**config.mk**
```make
export PLATFORM = sky130hd
export DESIGN_NAME = updown_sweep_ctrl
export DESIGN_NICKNAME = d
export VERILOG_FILES = /design/src/rtl/updown_sweep_ctrl.sv
export SDC_FILE = /design/constraint.sdc
export NUM_CORES = 1
export LEC_CHECK = 0
export CAP_MARGIN = 20
export CORE_MARGIN = 10
export CORE_UTILIZATION = 25
export DETAILED_ROUTE_END_ITERATION = 12
export PLACE_DENSITY_LB_ADDON = 0.05
export SKIP_LAST_GASP = 1
export SYNTH_ARGS = -nofsm -noshare
export SYNTH_HDL_FRONTEND = slang
export SYNTH_SLANG_ARGS = --single-unit
```
**constraint.sdc**
```tcl
create_clock -name CLK -period 2.41 [get_ports CLK]
set_input_delay 0.241 -clock CLK [delete_from_list [all_inputs] [get_ports CLK]]
set_output_delay 0.241 -clock CLK [all_outputs]
set_load 0.005 [all_outputs]
```
**src/rtl/updown_sweep_ctrl.sv**
```systemverilog
// updown_sweep_ctrl: command-side initiator for a WIDTH-bit Load/Up/Down counter.
// On an accepted Start it loads Start_Val into the counter, sweeps up to High,
// then down to Low, and repeats the full 0..MAX..0 sweep until the requested
// number of sweeps has completed.
// Optional feature macro: SWEEP_TRACK_CHECK_EN. When defined, an internal model of
// the counter is kept and any divergence aborts the sequence into a sticky error.
module updown_sweep_ctrl #(
    parameter int WIDTH = 5,
    parameter int SW_W  = 4
) (
    input  logic             CLK,
    input  logic             RST,
    input  logic             Start,
    input  logic [WIDTH-1:0] Start_Val,
    input  logic [SW_W-1:0]  Sweeps,
    input  logic [WIDTH-1:0] Counter,
    input  logic             High,
    input  logic             Low,
    output logic [WIDTH-1:0] IN,
    output logic             Load,
    output logic             Up,
    output logic             Down,
    output logic             Busy,
    output logic             Done,
    output logic             Err,
    output logic [SW_W-1:0]  Sweep_Cnt
);

    typedef enum logic [2:0] {
        S_IDLE,
        S_LOAD,
        S_SETTLE,
        S_UP,
        S_DOWN,
        S_DONE,
        S_ERR
    } state_t;

    state_t            state_reg;
    state_t            state_next;
    logic [WIDTH-1:0]  start_val_reg;
    logic [SW_W-1:0]   sweeps_reg;
    logic [SW_W-1:0]   sweep_cnt_reg;
    logic              start_ok;
    logic [SW_W:0]     cnt_inc;
    logic              last_sweep;
    logic              track_err;

    // Start is only honoured when no sequence is running (IDLE, or parked in ERR).
    assign start_ok   = Start && ((state_reg == S_IDLE) || (state_reg == S_ERR));
    // One extra bit so the completed-sweep count can never wrap before the compare.
    assign cnt_inc    = {1'b0, sweep_cnt_reg} + (SW_W+1)'(1);
    assign last_sweep = (cnt_inc >= {1'b0, sweeps_reg});

`ifdef SWEEP_TRACK_CHECK_EN
    logic [WIDTH-1:0] model_reg;
    logic             err_reg;

    // Counter is only trustworthy once the load has landed, i.e. from SETTLE on.
    assign track_err = ((state_reg == S_SETTLE) || (state_reg == S_UP) ||
                        (state_reg == S_DOWN)   || (state_reg == S_DONE)) &&
                       (Counter != model_reg);

    // Shadow copy of the counter, advanced by exactly the command we issue.
    always_ff @(posedge CLK or posedge RST) begin
        if (RST) begin
            model_reg <= '0;
        end else if (Load) begin
            model_reg <= start_val_reg;
        end else if (Up) begin
            model_reg <= model_reg + WIDTH'(1);
        end else if (Down) begin
            model_reg <= model_reg - WIDTH'(1);
        end
    end

    // Sticky error flag: set on divergence, cleared only by a new accepted Start.
    always_ff @(posedge CLK or posedge RST) begin
        if (RST) begin
            err_reg <= 1'b0;
        end else if (start_ok) begin
            err_reg <= 1'b0;
        end else if (track_err) begin
            err_reg <= 1'b1;
        end
    end

    assign Err = err_reg;
`else
    logic unused_counter;

    // Without tracking, only High/Low steer the sweep; Counter is not consulted.
    assign unused_counter = ^Counter;
    assign track_err      = 1'b0;
    assign Err            = 1'b0;
`endif

    // State register.
    always_ff @(posedge CLK or posedge RST) begin
        if (RST) begin
            state_reg <= S_IDLE;
        end else begin
            state_reg <= state_next;
        end
    end

    // Captured sequence parameters and completed-sweep count.
    always_ff @(posedge CLK or posedge RST) begin
        if (RST) begin
            start_val_reg <= '0;
            sweeps_reg    <= '0;
            sweep_cnt_reg <= '0;
        end else if (start_ok) begin
            start_val_reg <= Start_Val;
            sweeps_reg    <= (Sweeps == '0) ? SW_W'(1) : Sweeps;
            sweep_cnt_reg <= '0;
        end else if ((state_reg == S_DOWN) && Low && !track_err) begin
            sweep_cnt_reg <= cnt_inc[SW_W-1:0];
        end
    end

    // Next state and commands; commands gate on High/Low so the counter never overshoots.
    always_comb begin
        state_next = state_reg;
        Load       = 1'b0;
        Up         = 1'b0;
        Down       = 1'b0;
        Done       = 1'b0;
        case (state_reg)
            S_IDLE: begin
                if (Start) state_next = S_LOAD;
            end
            S_LOAD: begin
                Load       = 1'b1;
                state_next = S_SETTLE;
            end
            S_SETTLE: begin
                state_next = track_err ? S_ERR : S_UP;
            end
            S_UP: begin
                Up = !High;
                if (track_err)  state_next = S_ERR;
                else if (High)  state_next = S_DOWN;
            end
            S_DOWN: begin
                Down = !Low;
                if (track_err)  state_next = S_ERR;
                else if (Low)   state_next = last_sweep ? S_DONE : S_UP;
            end
            S_DONE: begin
                Done       = !track_err;
                state_next = track_err ? S_ERR : S_IDLE;
            end
            S_ERR: begin
                if (Start) state_next = S_LOAD;
            end
            default: state_next = S_IDLE;
        endcase
    end

    assign IN        = start_val_reg;
    assign Busy      = (state_reg != S_IDLE) && (state_reg != S_ERR);
    assign Sweep_Cnt = sweep_cnt_reg;

endmodule

```
==> metrics.txt <==
status complete, no violations; final hold violations 0; cts repair resizes 0; antenna cells 0; EDFF count, synth 0; clk sink count 16; Reg-to-Reg Start Sweep_Cnt[0]; CTS tree built; clk_skew around 0.0044 ns; first-pass GRT wire length about 3500 µm; Layout Nets 140; Post-CTS Setup Inserts 0; Avg WL per Cell 12.8 µm; Initial DRC Count 27; GRT busiest layer met2; H-tree depth 1; R2R cell count 5; CP startpoint state_reg[1]; port buffer count 27; Worst Tran Pin Value between 0.6 and 0.7 ns; max cap viols 0; share of layout cells above drive strength 1 a little over an eighth; Worst Setup End Kind output pin; Die H 80.6 µm; syn nets 111; met3 global-route usage 3.56%; root buf cell clkbuf_8; hold-fix buffer count after cts 0; starting density of the core between 20% and 30%; Rel. slew slack between 50% and 60%; grt total ovfl 0; Seq cells post-synth 16; # IOs 34; slowest stage delay, CP about 0.53 ns; via count ~700; detailed-route wire length 2050 µm; vias in the first global route 740; setup TNS 0 ns; fmax 0.485 GHz; Crit path arrival time roughly 1.8 ns; # fillers 370; setup ws final 0.350 ns; largest net degree at the start of global routing 17; M2 GR Usage 9.63%; synth warn 0; core area about 3400 µm²; Crit Path Max Fanout 9; clock latency on the worst-skew pair 0.25 ns; DRC 0; Setup violations, final 0; register area share after synthesis ~44%; worst vdd ir between 0.0005 and 0.0006 V; max FFs per register 5; RD Place Congestion a little over 0.7; Post-synth ARST share 100%; Rows 21; die width between 80 and 90 µm; critical path data required time 2.17 ns; Synth cell types 31; period utilisation layout 85.5%; Setup CP Type register to output pin; GRT Util Overall 6.70%; ys flop type dfrtp_1; clock-pin slew on the worst setup and hold paths about 0.06 ns; drt via density between 4 and 5; worst-path cell chain nor2b_4 -> inv_1 -> nor3b_1 -> clkdlybuf4s50_1; Antenna Nets Post-Route 0; clock buffer count from CTS 3; max-slew violation count 0; startpoint types register; post-layout minimum cycle time around 2.1 ns; critical path's slowest cell dfrtp_1; Place WS between 0.5 and 0.6 ns; area grow syn2layout 37.8%; leakage approximately 0.53 nW; Min-Delay Path Class input port to asynchronous set/reset pin; RSZ-0062 raised after global routing no; drt pass-1 iters 4; cells after synthesis 87; synthesized area 917 µm²; Avg Cell Area, Syn 10.5 µm²; initial antenna violation count 0; PD cells approximately 1000 nW/µm²; met1 Track Usage GR 8.14%; Bufs on Longest Clock Path 2; post-DP HPWL 1620 µm; die area 6490 µm²
## logic make-up (layout without fill, tap and decap cells)
logic type | after synthesis | in the layout | share of synthesized area (%)
xor+xnor | 5 | 5 | 4.78
fa+ha+maj | 5 | 5 | 6.82
other cells | 1 | 1 | 0.409
buf+inv | 9 | 36 | 5.32
simple gates | 30 | 30 | 21.1
flops | 16 | 16 | 43.7
mux | 7 | 7 | 8.46
compound gates | 14 | 14 | 9.41
## where the power goes
| part | total (mW) | switching (mW) | internal (mW) |
|---|---|---|---|
| logic | 0.572 | 0.217 | 0.354 |
| registers | 0.492 | 0.114 | 0.378 |
| clock network | 0.199 | 0.0881 | 0.111 |
| total | 1.26 | 0.420 | 0.842 |
## cell usage in the layout (no fill, tap or decap), types with 2 or more instances in the layout
| cell | instances |
|---|---|
| dfrtp_1 | 16 |
| ha_1 | 5 |
| nor3b_1 | 3 |
| inv_1 | 5 |
| clkdlybuf4s50_1 | 27 |
| nand2b_1 | 2 |
| xor2_1 | 3 |
| o21ai_0 | 6 |
| nand3_1 | 2 |
| mux2_2 | 6 |
| nand2_1 | 5 |
| nor2b_4 | 2 |
| a31oi_1 | 2 |
| nor2_1 | 10 |
| clkbuf_8 | 3 |
| xnor2_1 | 2 |
## final timing paths
| check | to | slack [ns] |
|---|---|---|
| min | Sweep_Cnt[1] | 0.37 |
| max reg2reg | state_reg[2] | 0.73 |
| max | Up | 0.35 |
| max in group asynchronous | IN[4] | 1.63 |
| min reg2reg | IN[1] | 0.51 |
| min in group CLK | IN[1] | 0.51 |
## synth_stat cells, types with 2 or more instances
library cell	number	area, µm²
mux2_2	6	67.6
ha_1	5	62.6
o21ai_0	6	30.0
buf_4	2	15.0
xnor2_1	2	17.5
nor2b_4	2	27.5
xor2_1	3	26.3
nand3_1	2	10.0
nor2_1	10	37.5
a31oi_1	2	12.5
inv_1	5	18.8
nand2b_1	2	12.5
nor3b_1	3	22.5
nand2_1	5	18.8
dfrtp_1	16	400
## per-layer routing
| metal | vias to the layer above | wire length [µm] | share of wire [%] |
|---|---|---|---|
| met5 | - | 0 | 0 |
| met1 | 325 | 944 | 46 |
| li1 | 353 | - | - |
| met4 | 0 | 26 | 1.3 |
| met3 | 4 | 170 | 8.3 |
| met2 | 20 | 911 | 44 |
## critical path: cells and delay by family, from the launching register on
family / cells / cell delay (ns)
and+or+nand+nor: 2 / 0.44
buffers and inverters: 2 / 0.60
DFF: 1 / 0.53
## through the flow
stage | std cells | util (%) | power (mW) | cell area, µm² | hold slack, ns
3_3_place_gp | 157 | 35.5 | 1.08 | 1220 | 0.489
5_1_grt | 160 | 36.7 | 1.39 | 1260 | 0.429
2_1_floorplan | 87 | - | 0.833 | 917 | 0.155
4_1_cts | 160 | 36.7 | 1.29 | 1260 | 0.396
6_report | 160 | 36.7 | 1.26 | 1260 | 0.371
3_5_place_dp | 157 | 35.5 | 1.08 | 1220 | 0.500
## layout make-up
class,instances,area [µm²],share of cell area [%]
Multi-Input combinational cell,62,468,37.0
Clock buffer,3,41.3,3.27
Sequential cell,16,400,31.7
Tap cell,46,57.6,4.55
Timing Repair Buffer,28,278,22.0
Inverter,5,18.8,1.49
No activity file was read; power rests on OpenSTA's default activity.
